### config.mk
export PLATFORM = sky130hd
export DESIGN_NAME = display_scan_sched_flat
export DESIGN_NICKNAME = d
export VERILOG_FILES = /design/src/rtl/display_scan_sched_if.sv /design/src/rtl/display_scan_sched.sv /design/src/flat_wrapper.sv
export SDC_FILE = /design/constraint.sdc
export NUM_CORES = 1
export LEC_CHECK = 0
export BUFFER_PORTS_ARGS = -buffer_cell sky130_fd_sc_hd__buf_2
export CAP_MARGIN = 20
export CORE_UTILIZATION = 48
export CTS_CLUSTER_SIZE = 28
export DETAILED_ROUTE_END_ITERATION = 10
export PLACE_DENSITY = 0.69
export REMOVE_ABC_BUFFERS = 1
export SLEW_MARGIN = 15
export SYNTH_ARGS = -nofsm -noshare
export SYNTH_HDL_FRONTEND = slang
export SYNTH_SLANG_ARGS = --single-unit
### constraint.sdc
create_clock -name clk -period 2.75 [get_ports clk]
set_input_delay 0.55 -clock clk [delete_from_list [all_inputs] [get_ports clk]]
set_output_delay 0.55 -clock clk [all_outputs]
set_load 0.01 [all_outputs]
### src/rtl/display_scan_sched_if.sv
// Message-source handshake bundle for display_scan_sched.
// The master side (message source) raises msg_req with msg_data and holds
// it until msg_ack; the slave side (scan scheduler) returns a one-cycle ack.
interface display_scan_sched_if;
    logic        msg_req;
    logic [31:0] msg_data;
    logic        msg_ack;

    modport master (
        output msg_req,
        output msg_data,
        input  msg_ack
    );

    modport slave (
        input  msg_req,
        input  msg_data,
        output msg_ack
    );
endinterface

### src/rtl/display_scan_sched.sv
// display_scan_sched: time-multiplexed scan controller and source arbiter
// for a 4-digit common-anode 7-segment display. The temperature source owns
// the display by default; a message source borrows it for HOLD_FRAMES frames
// through a req/ack handshake. Ownership only changes at frame boundaries.
// Optional feature macro: DISP_LZ_BLANK_EN (blank digit3 when dec is 0 while
// the temperature source owns the display).
module display_scan_sched #(
    parameter int SCAN_DIV    = 50000,
    parameter int BLANK_CYC   = 500,
    parameter int HOLD_FRAMES = 250
) (
    input  logic                       clk,
    input  logic                       rst,
    input  logic [1:0]                 est,
    input  logic [3:0]                 uni,
    input  logic [3:0]                 dec,
    display_scan_sched_if.slave        bus,
    output logic                       owner,
    output logic [3:0]                 anodo,
    output logic [7:0]                 catodo
);

    localparam int SC_W = (SCAN_DIV > 1) ? $clog2(SCAN_DIV) : 1;
    localparam int FC_W = (HOLD_FRAMES > 1) ? $clog2(HOLD_FRAMES) : 1;
    localparam logic [SC_W-1:0] SC_LAST  = SC_W'(SCAN_DIV - 1);
    localparam logic [SC_W-1:0] SC_BLANK = SC_W'(BLANK_CYC);
    localparam logic [FC_W-1:0] FC_LAST  = FC_W'(HOLD_FRAMES - 1);

    typedef enum logic {
        ST_TEMP = 1'b0,
        ST_MSG  = 1'b1
    } state_t;

    logic [SC_W-1:0] r_sc;
    logic [1:0]      r_dg;
    state_t          r_state;
    state_t          w_state_nxt;
    logic [FC_W-1:0] r_fc;
    logic [FC_W-1:0] w_fc_nxt;
    logic [31:0]     r_msg;
    logic            r_ack;
    logic [3:0]      r_anodo;
    logic [7:0]      r_catodo;
    logic            w_frame_end;
    logic            w_grant;
    logic [3:0]      w_anodo_nxt;
    logic [7:0]      w_catodo_nxt;
    logic [7:0]      w_dec_glyph;

    // BCD digit to active-low segments {dp,g,f,e,d,c,b,a}; non-BCD shows E.
    function automatic logic [7:0] f_bcd_glyph(input logic [3:0] v);
        logic [7:0] g;
        case (v)
            4'd0:    g = 8'hC0;
            4'd1:    g = 8'hF9;
            4'd2:    g = 8'hA4;
            4'd3:    g = 8'hB0;
            4'd4:    g = 8'h99;
            4'd5:    g = 8'h92;
            4'd6:    g = 8'h82;
            4'd7:    g = 8'hF8;
            4'd8:    g = 8'h80;
            4'd9:    g = 8'h90;
            default: g = 8'h86;
        endcase
        return g;
    endfunction

    // Status code to letter: normal 0, alert A, check C, danger P.
    function automatic logic [7:0] f_status_glyph(input logic [1:0] s);
        logic [7:0] g;
        case (s)
            2'b00:   g = 8'hC0;
            2'b01:   g = 8'h88;
            2'b10:   g = 8'hC6;
            default: g = 8'h8C;
        endcase
        return g;
    endfunction

    assign w_frame_end = (r_sc == SC_LAST) && (r_dg == 2'd3);
    assign owner       = (r_state == ST_MSG);
    assign bus.msg_ack = r_ack;
    assign anodo       = r_anodo;
    assign catodo      = r_catodo;

    // Slot counter and digit index; the digit advances when the slot wraps.
    always_ff @(posedge clk or negedge rst) begin
        if (!rst) begin
            r_sc <= '0;
            r_dg <= 2'd0;
        end else if (r_sc == SC_LAST) begin
            r_sc <= '0;
            r_dg <= r_dg + 2'd1;
        end else begin
            r_sc <= r_sc + 1'b1;
        end
    end

    // Ownership next-state: grants and returns are evaluated only at frame ends,
    // so the frame after a return is always a full temperature frame.
    always_comb begin
        w_state_nxt = r_state;
        w_fc_nxt    = r_fc;
        w_grant     = 1'b0;
        case (r_state)
            ST_TEMP: begin
                if (w_frame_end && bus.msg_req) begin
                    w_grant     = 1'b1;
                    w_fc_nxt    = '0;
                    w_state_nxt = ST_MSG;
                end
            end
            ST_MSG: begin
                if (w_frame_end) begin
                    if (r_fc == FC_LAST) begin
                        w_state_nxt = ST_TEMP;
                    end else begin
                        w_fc_nxt = r_fc + 1'b1;
                    end
                end
            end
            default: w_state_nxt = ST_TEMP;
        endcase
    end

    // Ownership state, frame counter, grant pulse and message capture.
    always_ff @(posedge clk or negedge rst) begin
        if (!rst) begin
            r_state <= ST_TEMP;
            r_fc    <= '0;
            r_ack   <= 1'b0;
            r_msg   <= 32'hFFFF_FFFF;
        end else begin
            r_state <= w_state_nxt;
            r_fc    <= w_fc_nxt;
            r_ack   <= w_grant;
            if (w_grant) begin
                r_msg <= bus.msg_data;
            end
        end
    end

    // Digit3 glyph, optionally blanked when the tens digit is a leading zero.
    always_comb begin
        w_dec_glyph = f_bcd_glyph(dec);
`ifdef DISP_LZ_BLANK_EN
        if (dec == 4'd0) begin
            w_dec_glyph = 8'hFF;
        end
`endif
    end

    // Anode and segment selection for the current slot and owner.
    always_comb begin
        w_anodo_nxt  = 4'b1111;
        w_catodo_nxt = 8'hFF;
        if (r_sc >= SC_BLANK) begin
            w_anodo_nxt = ~(4'b0001 << r_dg);
        end
        if (r_state == ST_MSG) begin
            w_catodo_nxt = r_msg[{r_dg, 3'b000} +: 8];
        end else begin
            case (r_dg)
                2'd0:    w_catodo_nxt = f_status_glyph(est);
                2'd1:    w_catodo_nxt = 8'hBF;
                2'd2:    w_catodo_nxt = f_bcd_glyph(uni);
                default: w_catodo_nxt = w_dec_glyph;
            endcase
        end
    end

    // Registered display outputs, one cycle behind the scan position.
    always_ff @(posedge clk or negedge rst) begin
        if (!rst) begin
            r_anodo  <= 4'b1111;
            r_catodo <= 8'hFF;
        end else begin
            r_anodo  <= w_anodo_nxt;
            r_catodo <= w_catodo_nxt;
        end
    end

endmodule

### src/flat_wrapper.sv
// flat-port wrapper written by rule: the top's interface ports become plain ports
module display_scan_sched_flat 
#(
    parameter int SCAN_DIV    = 50000,
    parameter int BLANK_CYC   = 500,
    parameter int HOLD_FRAMES = 250
)
  (clk, rst, est, uni, dec, owner, anodo, catodo, bus_msg_req, bus_msg_data, bus_msg_ack);
  display_scan_sched_if bus_i ();
  input  logic clk;
  input  logic rst;
  input  logic [1:0] est;
  input  logic [3:0] uni;
  input  logic [3:0] dec;
  output logic owner;
  output logic [3:0] anodo;
  output logic [7:0] catodo;
  input wire logic [$bits(bus_i.msg_req)-1:0] bus_msg_req;
  input wire logic [$bits(bus_i.msg_data)-1:0] bus_msg_data;
  output wire logic [$bits(bus_i.msg_ack)-1:0] bus_msg_ack;
  assign bus_i.msg_req = bus_msg_req;
  assign bus_i.msg_data = bus_msg_data;
  assign bus_msg_ack = bus_i.msg_ack;
  display_scan_sched #(.SCAN_DIV(SCAN_DIV), .BLANK_CYC(BLANK_CYC), .HOLD_FRAMES(HOLD_FRAMES)) u_core (.clk(clk), .rst(rst), .est(est), .uni(uni), .dec(dec), .bus(bus_i), .owner(owner), .anodo(anodo), .catodo(catodo));
endmodule
## Word-level counts from Yosys, hierarchy flattened

Memory sizes are Yosys's and may differ from the RTL's.
Index checks and enable logic that the tools add are counted.

- Bits in latches: 0
- Memory bits (read-only): 224
- Register bits after elaboration: 72
- Output and inout bits: 14
- RAM bits: 0
- Memories kept: 2
- Word-level logic and storage cells: 47
- Bits of input ports: 45

Memories:

| name | depth | bits a word | rd ports | clocked after Yosys merged registers in | write ports | RTL line | RTL |
|---|---|---|---|---|---|---|---|
| (name not given) | 16 | 7 | 1 | 0 | 0 | display_scan_sched.sv:53 | `case (v)` |
| (name not given) | 16 | 7 | 1 | 0 | 0 | display_scan_sched.sv:53 |  |

- Equality and inequality tests: 10
- Multiply operators: 0
- Shift operators: 2
- Bitwise operators: 2
- Mux-type cells: 14
- Divide/modulo/power cells: 0
- Reduce and logical (&&, ||, !) cells: 5
- Magnitude comparators: 1
- Add/sub/neg operators: 3

Operator list:

| kind | number |
|---|---|
| 8-bit 2-to-1 mux | 4 |
| 32-bit by 6-bit indexed part select with 8-bit output | 1 |
| 8-bit case mux with 3 select lines | 1 |
| 7-bit case mux with 3 select lines | 1 |
| 16-bit by 1-bit adder with 16-bit output (second input constant) | 1 |
| 16-bit equality test (second input constant) | 1 |
| 16-bit by 9-bit greater-or-equal comparator with 1-bit output (second input constant) | 1 |
| 16-bit 2-to-1 mux | 1 |
| 8-bit case mux with 2 select lines | 1 |
| 8-bit by 1-bit adder with 8-bit output (second input constant) | 1 |
| 8-bit equality test (second input constant) | 1 |
| 2-bit equality test (second input constant) | 3 |
| 2-bit by 1-bit equality test with 1-bit output (second input constant) | 2 |
| 2-bit logical NOT | 2 |
| 1-bit 2-to-1 mux | 4 |
| 4-bit 2-to-1 mux | 1 |
| 2-bit != test (second input constant) | 2 |
| 4-bit inverter | 1 |
| 1-bit by 2-bit left shift with 4-bit output (first input constant) | 1 |
| 3-bit AND reduction | 1 |
| 2-bit by 1-bit adder with 2-bit output (second input constant) | 1 |
| 1-bit logical AND | 2 |
| 2-bit by 1-bit != test with 1-bit output (second input constant) | 1 |
| 1-bit case mux with 2 select lines | 1 |
| 1-bit inverter | 1 |

## Depth between registers and ports, before layout

Gate-level depths: netlist of the first run.

- Depth in word-level cells: 5
- Gate-level depth with buffers: 7
- Mapped depth without buffers: 6

## Worst setup path after synthesis of the first run

OpenSTA, ideal clock, no wires.

- Kind: reg2reg
- Start point: reg u_core.r_sc[10]
- End point: reg u_core.r_msg[0]
- Arrival: 2.290 ns
- Stages on the path, launching flop included: 7
- Library setup time: 0.082 ns
- Data required time: 2.668 ns
- Path buffers: 2
- Setup slack: 0.377 ns
- Path through: dfrtp_1 -> or4_4 -> or4_4 -> buf_6 -> nor2_8 -> buf_4 -> mux2_2

- Longest elaborated chain between the ends: 5

RTL lines:

| element | RTL line | RTL |
|---|---|---|
| start: declaration | display_scan_sched.sv:34 | `logic [SC_W-1:0] r_sc;` |
| start signal: assignment | display_scan_sched.sv:96 | `r_sc <= r_sc + 1'b1;` |
| 16-bit equality test | display_scan_sched.sv:81 | `assign w_frame_end = (r_sc == SC_LAST) && (r_dg == 2'd3);` |
| 1-bit logical AND | display_scan_sched.sv:81 |  |
| 1-bit logical AND | display_scan_sched.sv:108 | `if (w_frame_end && bus.msg_req) begin` |
| 1-bit 2-to-1 mux | display_scan_sched.sv:108 |  |
| 1-bit 2-to-1 mux | display_scan_sched.sv:106 | `case (r_state)` |
| end signal: assignment | display_scan_sched.sv:139 | `r_msg <= bus.msg_data;` |
| end: declaration | display_scan_sched.sv:40 | `logic [31:0] r_msg;` |

Every way passes these cells.
A chain may end at the register's enable or synchronous reset.

## Worst setup path after layout of the first run

- Start point: reg u_core.r_sc[10]
- End point: reg u_core.r_msg[1]

Same word-level chain as after synthesis.

==> results of run 1 <==
==> synthesized netlist by cell type, types with 2 or more instances <==
cell and n:
mux4_2 8, o41ai_1 2, nand2b_1 6, a31oi_1 4, or4_1 4, dfstp_2 44, clkbuf_1 8, nand4_1 5
xor2_1 8, mux2_2 30, a21oi_1 11, dfrtp_1 28, xnor2_1 6, nand2_1 23, o22ai_1 2, and3_1 3
o31ai_1 5, mux2_1 3, nor4_1 3, o21a_1 4, a31o_2 2, and4_1 4, nor3_1 4, mux2i_1 2
o21ai_0 13, nand4b_1 2, o21bai_1 2, nor2_1 15, nand3_1 9, or4_4 2, o211ai_1 2, inv_1 12
buf_4 3, or2_2 2, nor2b_1 10, ha_1 20
==> critical path, cell delays in order (launching register included) <==
cell	delay (ns)
dfrtp_1	0.42
or4_4	0.57
or4_4	0.67
nor2_8	0.15
buf_12	0.22
mux2_2	0.36
==> state kept, by name, indices dropped and copies added, names as in the netlist <==
| signal | count |
|---|---|
| u_core.r_msg | 32 |
| u_core.owner | 1 |
| u_core.catodo | 8 |
| u_core.r_sc | 16 |
| u_core.r_fc | 8 |
| u_core.anodo | 4 |
| u_core.r_dg | 2 |
| u_core.bus.msg_ack | 1 |
==> per-layer routing <==
layer	track usage (%)	up-vias	wire, µm
met5	0	-	0
met4	6.48	0	29
met3	4.69	2	258
met2	32.8	49	3680
met1	27.4	1334	3650
li1	-	1300	-
==> layout make-up <==
class	count	area [µm²]	area share, %
sequential	72	1860	41.9
multi-input combinational	227	1840	41.5
timing repair buffer	66	375	8.47
clock buffer	14	173	3.90
tap	102	128	2.88
inverter	12	45.0	1.02
clock inverter	2	13.8	0.311
==> kinds of logic after synthesis <==
kind of cell	after synthesis
and+or+nand+nor	96
DFF	72
AOI/OAI and AO/OA	54
muxes	43
buffers and inverters	26
adders and majority gates	20
xor gates and xnor gates	14
==> worst min-delay path by stage <==
| stage | to | slack, ns | cells past startpoint |
|---|---|---|---|
| detailed placement | u_core.r_sc[14] | 0.48 | 1 |
| global route | u_core.r_sc[15] | 0.11 | 1 |
| finish | u_core.r_sc[15] | 0.11 | 1 |
| floorplan | u_core.bus.msg_ack | 0.25 | 0 |
| CTS | u_core.r_sc[14] | 0.11 | 1 |
| global placement | u_core.r_sc[9] | 0.47 | 1 |
==> report_power, final <==
group	internal [mW]	leakage (nW)	switching, mW	total [mW]
sequential	1.07	0.817	0.000733	1.07
combinational	0.0458	1.05	0.0634	0.109
clock	0.403	0.0967	0.372	0.775
==> placed cells by master (no fill, tap or decap), drive strengths merged, types with 8 or more instances in the layout <==
cell type,Yosys,routed
dfstp,44,44
dfrtp,28,28
xor2,8,8
buf,6,66
nand3,9,9
mux2,33,33
nand2,23,23
clkbuf,8,14
nor2b,10,10
ha,20,20
a21oi,11,11
inv,12,12
o21ai,13,13
nor2,16,16
mux4,8,8
==> summary.txt, run 1 <==
STA
  – Period utilization: 90.2%
  – Slew HR: about 50%
  – Worst Max-Slew Pin Slew: 0.728 ns
  – Setup ws final: 0.270 ns
  – RSZ-0062 raised after global routing: false
  – Max Clock Freq: 403 MHz
  – Pins Over Slew Limit: 0
  – Final Hold Viols: 0
  – Final min period: 2.48 ns
  – Hold WS: around 0.11 ns
  – Final setup viols: 0
  – Final setup TNS: 0 ns
  – Clock skew: between 0.01 and 0.015 ns

Synthesis
  – Compound-Gate Fraction of Synth Area: 9.22%
  – Yosys cell types: 50
  – Avg Synthesized Cell Area: 11.7 µm²
  – Top cell type's share of synthesized area: between 30 and 40%
  – Synth async-reset ratio: 100%
  – Synth Register Bits: 72
  – Top cells by area, synth: dfstp_2 30%, dfrtp_1 18%, mux2_2 8.9%
  – Post-synth top area cell: dfstp_2
  – Sequential share of the synthesized area: 48.7%
  – Synth Area in XOR/XNOR: 3.21%
  – Synthesized-area fraction occupied by adder cells: 6.56%
  – Post-synthesis mux area share: around 15%
  – Synthesis Warnings: 0
  – Post-Syn Area: 0.00381 mm²
  – Post-Synth Simple-Gate Area: 14.3%
  – Largest family of logic cells by synthesized area: multiplexers
  – EDFF count, synth: 0
  – Post-Synthesis Cells: 325
  – Ys flop type: dfstp_2

Status
  – Status: finished, violations left
  – Failing checks: DRC

Critical path
  – R2R setup slack: 0.27 ns
  – Worst Setup Start Kind: flip-flop
  – Crit path kind: reg2reg
  – Required @ worst endpoint: 3.02 ns
  – Worst reg2reg startpoint: u_core.r_sc[10]
  – CP endpoint: u_core.r_msg[1]
  – Critical Path End Type: flip-flop
  – Critical Path Start: u_core.r_sc[10]
  – R2R depth: 5
  – Critical R2R Capture: u_core.r_msg[1]
  – Critical path fanouts, max: 36
  – Arrival @ worst endpoint: 2.75 ns

CTS
  – # Post-CTS Setup Buffers: 0
  – Hold buffers post-CTS: 0
  – Clock Sinks: between 70 and 80
  – Total CTS buffers: 9
  – Maximum root-to-sink buffer count: 2
  – CTS tree: yes
  – CTS clk-pin slew, worst paths: 0.07 ns
  – Post-CTS sizing: 0
  – Htree depth: 3
  – Root Driver: clkbuf_8
  – Clk Latency, worst-skew pair: 0.34 ns

Die
  – Initial Util: 49.6%
  – DIE AREA: 0.00831 mm²
  – Boundary Pins: between 50 and 60
  – Die height: 91.2 µm
  – # rows: 32
  – Die width: roughly 91 µm
  – Core Region: 0.00769 mm²

Global route
  – Vias in the first global route: 2,697
  – Largest net degree at the start of global routing: 60
  – Global-route wire length before repair: 13,200 µm
  – Global-route usage over all layers: 20.4%
  – Initial antenna violation count: 0
  – GRT overflow: 0

Placement
  – HPWL Detailed: 5560 µm
  – Dpl ws: 0.280 ns
  – IO buf count: 58
  – Dpl cell area: 0.00425 mm²
  – DP Cell Count: roughly 480
  – Final GP Congestion: 0.808

Final layout
  – Post-route design area: around 0.0044 mm²
  – Layout Cells excl Fill: 495
  – Filler cells: 701
  – Nets: 453
  – # diodes: 0
  – Final Util: slightly below 60%
  – Share of cells above drive strength 1: 43.3%
  – P&R area growth vs syn: 16.2%

Route
  – Antenna-violating nets left: 0
  – DR vias/cell: approximately 5.4
  – DRT iter0 DRCs: 120
  – DR WL/cell: 15.4 µm
  – Pre-antenna DRT Iters: 7
  – Residual DRC: 1
  – Total wire length: between 7000 and 8000 µm
  – Via count: 2,685

Power
  – Power Dens Cells: 440 mW/mm²
  – Tot Pwr: slightly below 2 mW
  – P_leak: 1.97 nW
  – Worst vdd ir: 279 µV

Job
  – # Max-Cap Violations: 0

Hold path
  – Hold/Removal Path Class: in2async
Note: power is estimated with default switching activity, not from simulation.
==> inputs of run 2 (changes only) <==
--- a/config.mk
+++ b/config.mk
@@ -8,10 +8,10 @@
 export BUFFER_PORTS_ARGS = -buffer_cell sky130_fd_sc_hd__buf_2
 export CAP_MARGIN = 20
 export CORE_UTILIZATION = 48
+export CTS_CLUSTER_DIAMETER = 60
 export CTS_CLUSTER_SIZE = 28
 export DETAILED_ROUTE_END_ITERATION = 10
 export PLACE_DENSITY = 0.69
-export REMOVE_ABC_BUFFERS = 1
 export SLEW_MARGIN = 15
 export SYNTH_ARGS = -nofsm -noshare
 export SYNTH_HDL_FRONTEND = slang
==> run 2 against run 1 <==
  * Core utilization about the same
  * The run now ends clean
  * Critical path type unchanged
  * Clock-buffer cell count shrank 5
  * Global-route usage is 0.50 points lower
==> summary.txt, run 2 (synthesis gave the netlist of run 1 again) <==
Status
  – Status: finished, final reports clean

STA
  – Slew HR: 49.4% (-2.1 points)
  – Final min period: 2.48 ns (-0.000485 ns)
  – Pins Over Slew Limit: 0 (unchanged)
  – Final Hold Viols: 0 (unchanged)
  – Max Clock Freq: 403 MHz (about the same)
  – Worst Max-Slew Pin Slew: 0.759 ns (+0.0311 ns)
  – Final setup TNS: 0 ns (unchanged)
  – Final setup viols: 0 (unchanged)
  – RSZ-0062 raised after global routing: false
  – Clock skew: 0.0106 ns (-0.00278 ns)
  – Period utilization: 90.2% (about the same)

Final layout
  – Commonest non-fill, non-tap cell in the layout: buf_2
  – Largest registers: u_core.r_msg x32, u_core.r_sc x16
  – # diodes: 0 (unchanged)
  – Reg area: 0.00186 mm² (unchanged)
  – Share of cells above drive strength 1: 43.5% (+0.22 points)
  – Reg with most FFs: u_core.r_msg
  – P&R area growth vs syn: 16.2% (about the same)
  – Footprint of the multi-input gates: 0.00184 mm² (unchanged)
  – Post-route design area: 0.00443 mm² (about the same)
  – Filler cells: 672 (-4.1%)
  – Largest register FFs: 32 (unchanged)
  – Nets: 451 (-0.44%)
  – Most frequent cells in the layout: 58 x buf_2, 44 x dfstp_2, 30 x mux2_2, 28 x dfrtp_1, 23 x nand2_1
  – Layout Cells excl Fill: 493 (-0.40%)

Die
  – Die height: 91.2 µm (unchanged)
  – Core Region: 0.00769 mm² (unchanged)
  – Die width: 91.2 µm (unchanged)
  – DIE AREA: 0.00831 mm² (unchanged)
  – Initial Util: 49.6% (unchanged)
  – # rows: 32 (unchanged)
  – Boundary Pins: 59 (unchanged)

Power
  – Tot Pwr: 2.02 mW (+3.7%)
  – Switching Fraction: 23.9% (+1.6 points)
  – Power Dens Cells: 456 mW/mm² (+3.6%)
  – P_leak: 1.96 nW (-0.37%)
  – Worst vdd ir: 305 µV (+9.1%)
  – Cell Int Power: 1.54 mW (+1.5%)
  – Sequential share of power: 52.7% (-2.0 points)
  – Clk network pwr share: 41.8% (+2.1 points)
  – Sw Pwr: 0.484 mW (+11%)
  – Combinational power share: 5.4% (-0.2 points)

Placement
  – Final GP Congestion: 0.827 (+2.3%)
  – IO buf count: 58 (unchanged)
  – DP Cell Count: 477 (-0.42%)
  – Dpl cell area: 0.00423 mm² (-0.35%)
  – HPWL Detailed: 5270 µm (-5.3%)

CTS
  – CTS tree: yes
  – Htree depth: 3 (unchanged)
  – Total CTS buffers: 9 (unchanged)
  – Post-CTS sizing: 0 (unchanged)
  – Clk Latency, worst-skew pair: 0.35 ns (about the same)
  – Maximum root-to-sink buffer count: 2 (unchanged)
  – Root Driver: clkbuf_8
  – Hold buffers post-CTS: 0 (unchanged)
  – # Post-CTS Setup Buffers: 0 (unchanged)
  – CTS clk-pin slew, worst paths: 0.08 ns (about the same)
  – Clock Sinks: 72 (unchanged)

Critical path
  – CP endpoint: u_core.r_msg[11]
  – Critical Path Start: u_core.r_sc[10]
  – CP bufs+invs: 1 (unchanged)
  – CP Depth: 5 (unchanged)
  – R2R setup slack: 0.27 ns (about the same)
  – Required @ worst endpoint: 3.03 ns (about the same)
  – Worst path cell trace: or4_4 > or4_4 > nor2_8 > buf_12 > mux2_2
  – Critical Path End Type: flip-flop
  – Slowest-stage cell, CP: or4_4
  – Crit path kind: reg2reg
  – Crit-path max cell delay: 0.67 ns (about the same)
  – Critical path fanouts, max: 36 (unchanged)
  – Arrival @ worst endpoint: 2.76 ns (about the same)
  – Worst reg2reg startpoint: u_core.r_sc[10]
  – Delay-heaviest family, CP: simple AND/OR/NAND/NOR gates
  – Most used cell, CP: or4_4
  – Critical R2R Capture: u_core.r_msg[11]
  – Worst Setup Start Kind: flip-flop
  – R2R depth: 5 (unchanged)

Global route
  – Global-route wire length before repair: 12,700 µm (-3.1%)
  – Global-route usage over all layers: 19.9% (-0.50 points)
  – Initial antenna violation count: 0 (unchanged)
  – Largest net degree at the start of global routing: 73 (+22%)
  – Vias in the first global route: 2,608 (-3.3%)
  – GRT overflow: 0 (unchanged)

Route
  – Pre-antenna DRT Iters: 7 (unchanged)
  – DRT iter0 DRCs: 136 (+13%)
  – DR WL/cell: 15.1 µm (-2.0%)
  – Total wire length: 7430 µm (-2.4%)
  – DR vias/cell: 5.38 (-0.83%)
  – Residual DRC: 0 (-1)
  – Via count: 2,652 (-1.2%)
  – Antenna-violating nets left: 0 (unchanged)

Synthesis
  – Syn_nets: 390

Hold path
  – Hold/Removal Path Class: in2async

Job
  – # Max-Cap Violations: 0 (unchanged)
run 2: layout make-up:
| type | instances | area share (%) |
|---|---|---|
| Clock buffer | 9 | 2.79 |
| Clock inverter | 7 | 1.78 |
| Inverter | 12 | 1.02 |
| Multi-Input combinational cell | 227 | 41.5 |
| Sequential cell | 72 | 41.9 |
| Tap cell | 102 | 2.88 |
| Timing Repair Buffer | 64 | 8.13 |
run 2: worst min-delay path by stage:
stage,start,endpoint,cells after the start
final,rst,u_core.r_dg[0],2
after global routing,rst,u_core.r_dg[0],2
after CTS,rst,u_core.owner,2
after detailed placement,u_core.r_sc[12],u_core.r_sc[12],1
after global placement,u_core.r_sc[11],u_core.r_sc[11],1
after floorplan,rst,u_core.bus.msg_ack,0
run 2: stage by stage:
step	hold slack (ns)	setup slack (ns)	utilization (%)
2_1_floorplan	0.254	0.377	-
3_3_place_gp	0.488	0.328	55.0
3_5_place_dp	0.502	0.275	55.0
4_1_cts	0.231	0.269	57.7
5_1_grt	0.229	0.197	57.7
6_report	0.211	0.271	57.7
run 2: routing by layer:
metal / track usage, % / part of all wire [%]
met1: 27.5 / 48
met2: 30.6 / 45
met3: 5.03 / 5.1
met4: 6.75 / 1.5
met5: 0 / 0
run 2: power groups by stage:
stage	registers, mW	logic [mW]	clock network (mW)
5_1_grt	1.07	0.125	0.924
3_3_place_gp	1.09	0.110	0
3_5_place_dp	1.09	0.112	0
6_report	1.07	0.110	0.846
2_1_floorplan	1.09	0.0371	0
4_1_cts	1.07	0.112	0.869
==> inputs of run 3 (changes only) <==
--- a/config.mk
+++ b/config.mk
@@ -7,11 +7,11 @@
 export LEC_CHECK = 0
 export BUFFER_PORTS_ARGS = -buffer_cell sky130_fd_sc_hd__buf_2
 export CAP_MARGIN = 20
-export CORE_UTILIZATION = 48
+export CORE_ASPECT_RATIO = 2
+export CORE_UTILIZATION = 35
 export CTS_CLUSTER_DIAMETER = 60
 export CTS_CLUSTER_SIZE = 28
 export DETAILED_ROUTE_END_ITERATION = 10
-export PLACE_DENSITY = 0.69
 export SLEW_MARGIN = 15
 export SYNTH_ARGS = -nofsm -noshare
 export SYNTH_HDL_FRONTEND = slang
==> run 3 against run 2 <==
  * Sequential power barely moved
  * Final cell count is 7.5% higher
  * Core utilization down 14 points
  * Register-to-register slack got worse by 0.05 ns
  * Worst setup slack lost 0.049 ns
  * Global-route usage fell by 3.3 points
  * Combinational power hardly changed
  * Clock skew down 0.0032 ns
  * Non-clock buffer count increased by 2
  * Critical path type unchanged
==> summary.txt, run 3 (synthesis gave the netlist of run 1 again) <==
CTS
  – Post-CTS sizing: 0 (unchanged)
  – Htree depth: 3 (unchanged)
  – Hold buffers post-CTS: 0 (unchanged)
  – Root Driver: clkbuf_16
  – Clock Sinks: 72 (unchanged)
  – Maximum root-to-sink buffer count: 2 (unchanged)
  – CTS tree: yes
  – # Post-CTS Setup Buffers: 0 (unchanged)
  – Total CTS buffers: 9 (unchanged)
  – Clk Latency, worst-skew pair: 0.34 ns (about the same)
  – CTS clk-pin slew, worst paths: 0.06 ns (-0.02 ns)

Power
  – Sequential share of power: 43.8% (-8.9 points)
  – Switching Fraction: 20.7% (-3.2 points)
  – Sw Pwr: 0.506 mW (+4.4%)
  – Combinational power share: 4.6% (-0.8 points)
  – Clk network pwr share: 51.5% (+9.7 points)
  – Worst vdd ir: 307 µV (+0.87%)
  – Power Dens Cells: 529 mW/mm² (+16%)
  – Cell Int Power: 1.93 mW (+26%)
  – P_leak: 2.03 nW (+3.6%)
  – Tot Pwr: 2.44 mW (+21%)

Final layout
  – Commonest non-fill, non-tap cell in the layout: buf_2
  – Layout Cells excl Fill: 530 (+7.5%)
  – # diodes: 0 (unchanged)
  – Final Util: 43.7% (-14 points)
  – Largest registers: u_core.r_msg x32, u_core.r_sc x16
  – P&R area growth vs syn: 20.8%
  – Post-route design area: 0.00461 mm² (+4.0%)
  – Most frequent cells in the layout: 58 x buf_2, 44 x dfstp_2, 30 x mux2_2, 28 x dfrtp_1, 23 x nand2_1
  – Nets: 453 (+0.44%)
  – Share of cells above drive strength 1: 43.5% (about the same)
  – Largest register FFs: 32 (unchanged)
  – Reg with most FFs: u_core.r_msg

Die
  – # rows: 53 (+66%)
  – Boundary Pins: 59 (unchanged)
  – Core Region: 0.0105 mm² (+37%)
  – Die height: 150 µm (+64%)
  – Initial Util: 36.2% (-13 points)
  – DIE AREA: 0.0113 mm² (+37%)
  – Die width: 75.8 µm (-17%)

Placement
  – HPWL Detailed: 6330 µm (+20%)
  – Dpl ws: 0.238 ns (-0.0375 ns)
  – DP Cell Count: 514 (+7.8%)
  – Dpl cell area: 0.00429 mm² (+1.4%)
  – IO buf count: 58 (unchanged)
  – Final GP Congestion: 0.841 (+1.7%)

STA
  – Setup ws final: 0.222 ns (-0.0489 ns)
  – Final setup viols: 0 (unchanged)
  – RSZ-0062 raised after global routing: false
  – Worst Max-Slew Pin Slew: 0.732 ns (-0.0271 ns)
  – Final Hold Viols: 0 (unchanged)
  – Max Clock Freq: 396 MHz (-1.9%)
  – Final min period: 2.53 ns (+0.0489 ns)
  – Period utilization: 91.9% (+1.8 points)
  – Clock skew: 0.00734 ns (-0.00324 ns)
  – Final setup TNS: 0 ns (unchanged)
  – Slew HR: 51.2% (+1.8 points)
  – Pins Over Slew Limit: 0 (unchanged)
  – Hold WS: 0.222 ns (+0.0112 ns)

Synthesis
  – Syn_nets: 390 (unchanged)

Critical path
  – Worst Setup Start Kind: flip-flop
  – Worst path cell trace: or4_4 > or4_4 > nor2_8 > buf_12 > mux2_2
  – R2R depth: 5 (unchanged)
  – Required @ worst endpoint: 3.01 ns (-0.02 ns)
  – Critical path fanouts, max: 21 (-42%)
  – Critical Path End Type: flip-flop
  – Most used cell, CP: or4_4
  – Crit path kind: reg2reg
  – Slowest-stage cell, CP: or4_4
  – Crit-path max cell delay: 0.67 ns (about the same)
  – Arrival @ worst endpoint: 2.79 ns (+0.03 ns)

Job
  – # Max-Cap Violations: 0 (unchanged)

Global route
  – Initial antenna violation count: 0 (unchanged)
  – Vias in the first global route: 2,856 (+9.5%)
  – Largest net degree at the start of global routing: 29 (-60%)
  – Global-route wire length before repair: 13,800 µm (+8.4%)
  – Global-route usage over all layers: 16.6% (-3.3 points)
  – GRT overflow: 0 (unchanged)

Route
  – DR WL/cell: 15.8 µm (+4.9%)
  – Total wire length: 8390 µm (+13%)
  – Antenna-violating nets left: 0 (unchanged)
  – Pre-antenna DRT Iters: 4 (-3)
  – DRT iter0 DRCs: 96 (-29%)
  – Residual DRC: 0 (unchanged)
  – Via count: 2,706 (+2.0%)
  – DR vias/cell: 5.11 (-5.1%)

Hold path
  – Hold/Removal Path Class: in2async

Status
  – Status: finished, final reports clean
-- run 3: power by group through the flow --
stage / Clock [mW] / Sequential, mW / Combinational (mW)
final: 1.26 / 1.07 / 0.113
after global routing: 1.33 / 1.07 / 0.127
after CTS: 1.28 / 1.07 / 0.117
after detailed placement: 0 / 1.09 / 0.116
after global placement: 0 / 1.09 / 0.114
after floorplan: 0 / 1.09 / 0.0371
-- run 3: worst paths after layout --
path	startpoint	to	slack (ns)
setup / recovery	u_core.r_sc[10]	u_core.r_msg[4]	0.22
hold / removal	rst	u_core.r_fc[3]	0.22
setup reg to reg	u_core.r_sc[10]	u_core.r_msg[4]	0.22
hold reg to reg	u_core.r_sc[12]	u_core.r_sc[12]	0.51
max in group asynchronous	rst	u_core.r_msg[4]	1.79
min in group clk	bus_msg_data[18]	u_core.r_msg[18]	0.43
-- run 3: final cells by class --
class	instances	area, µm²
Tap cell	137	171
Inverter	12	45.0
Timing Repair Buffer	66	375
Fill cell	1015	5930
Clock buffer	11	243
Clock inverter	5	77.6
Sequential cell	72	1860
Multi-Input combinational cell	227	1840
-- run 3: critical path, delay by kind of cell, from the launching register on --
family | cells | cell delay (ns)
and+or+nand+nor | 3 | 1.48
DFF | 1 | 0.42
muxes | 1 | 0.35
buffers and inverters | 1 | 0.20
-- run 3: routing by layer --
layer	wire length, µm	global-route usage (%)
met5	0	0
met4	392	10.0
met3	369	4.04
met2	4530	29.0
met1	3100	17.1
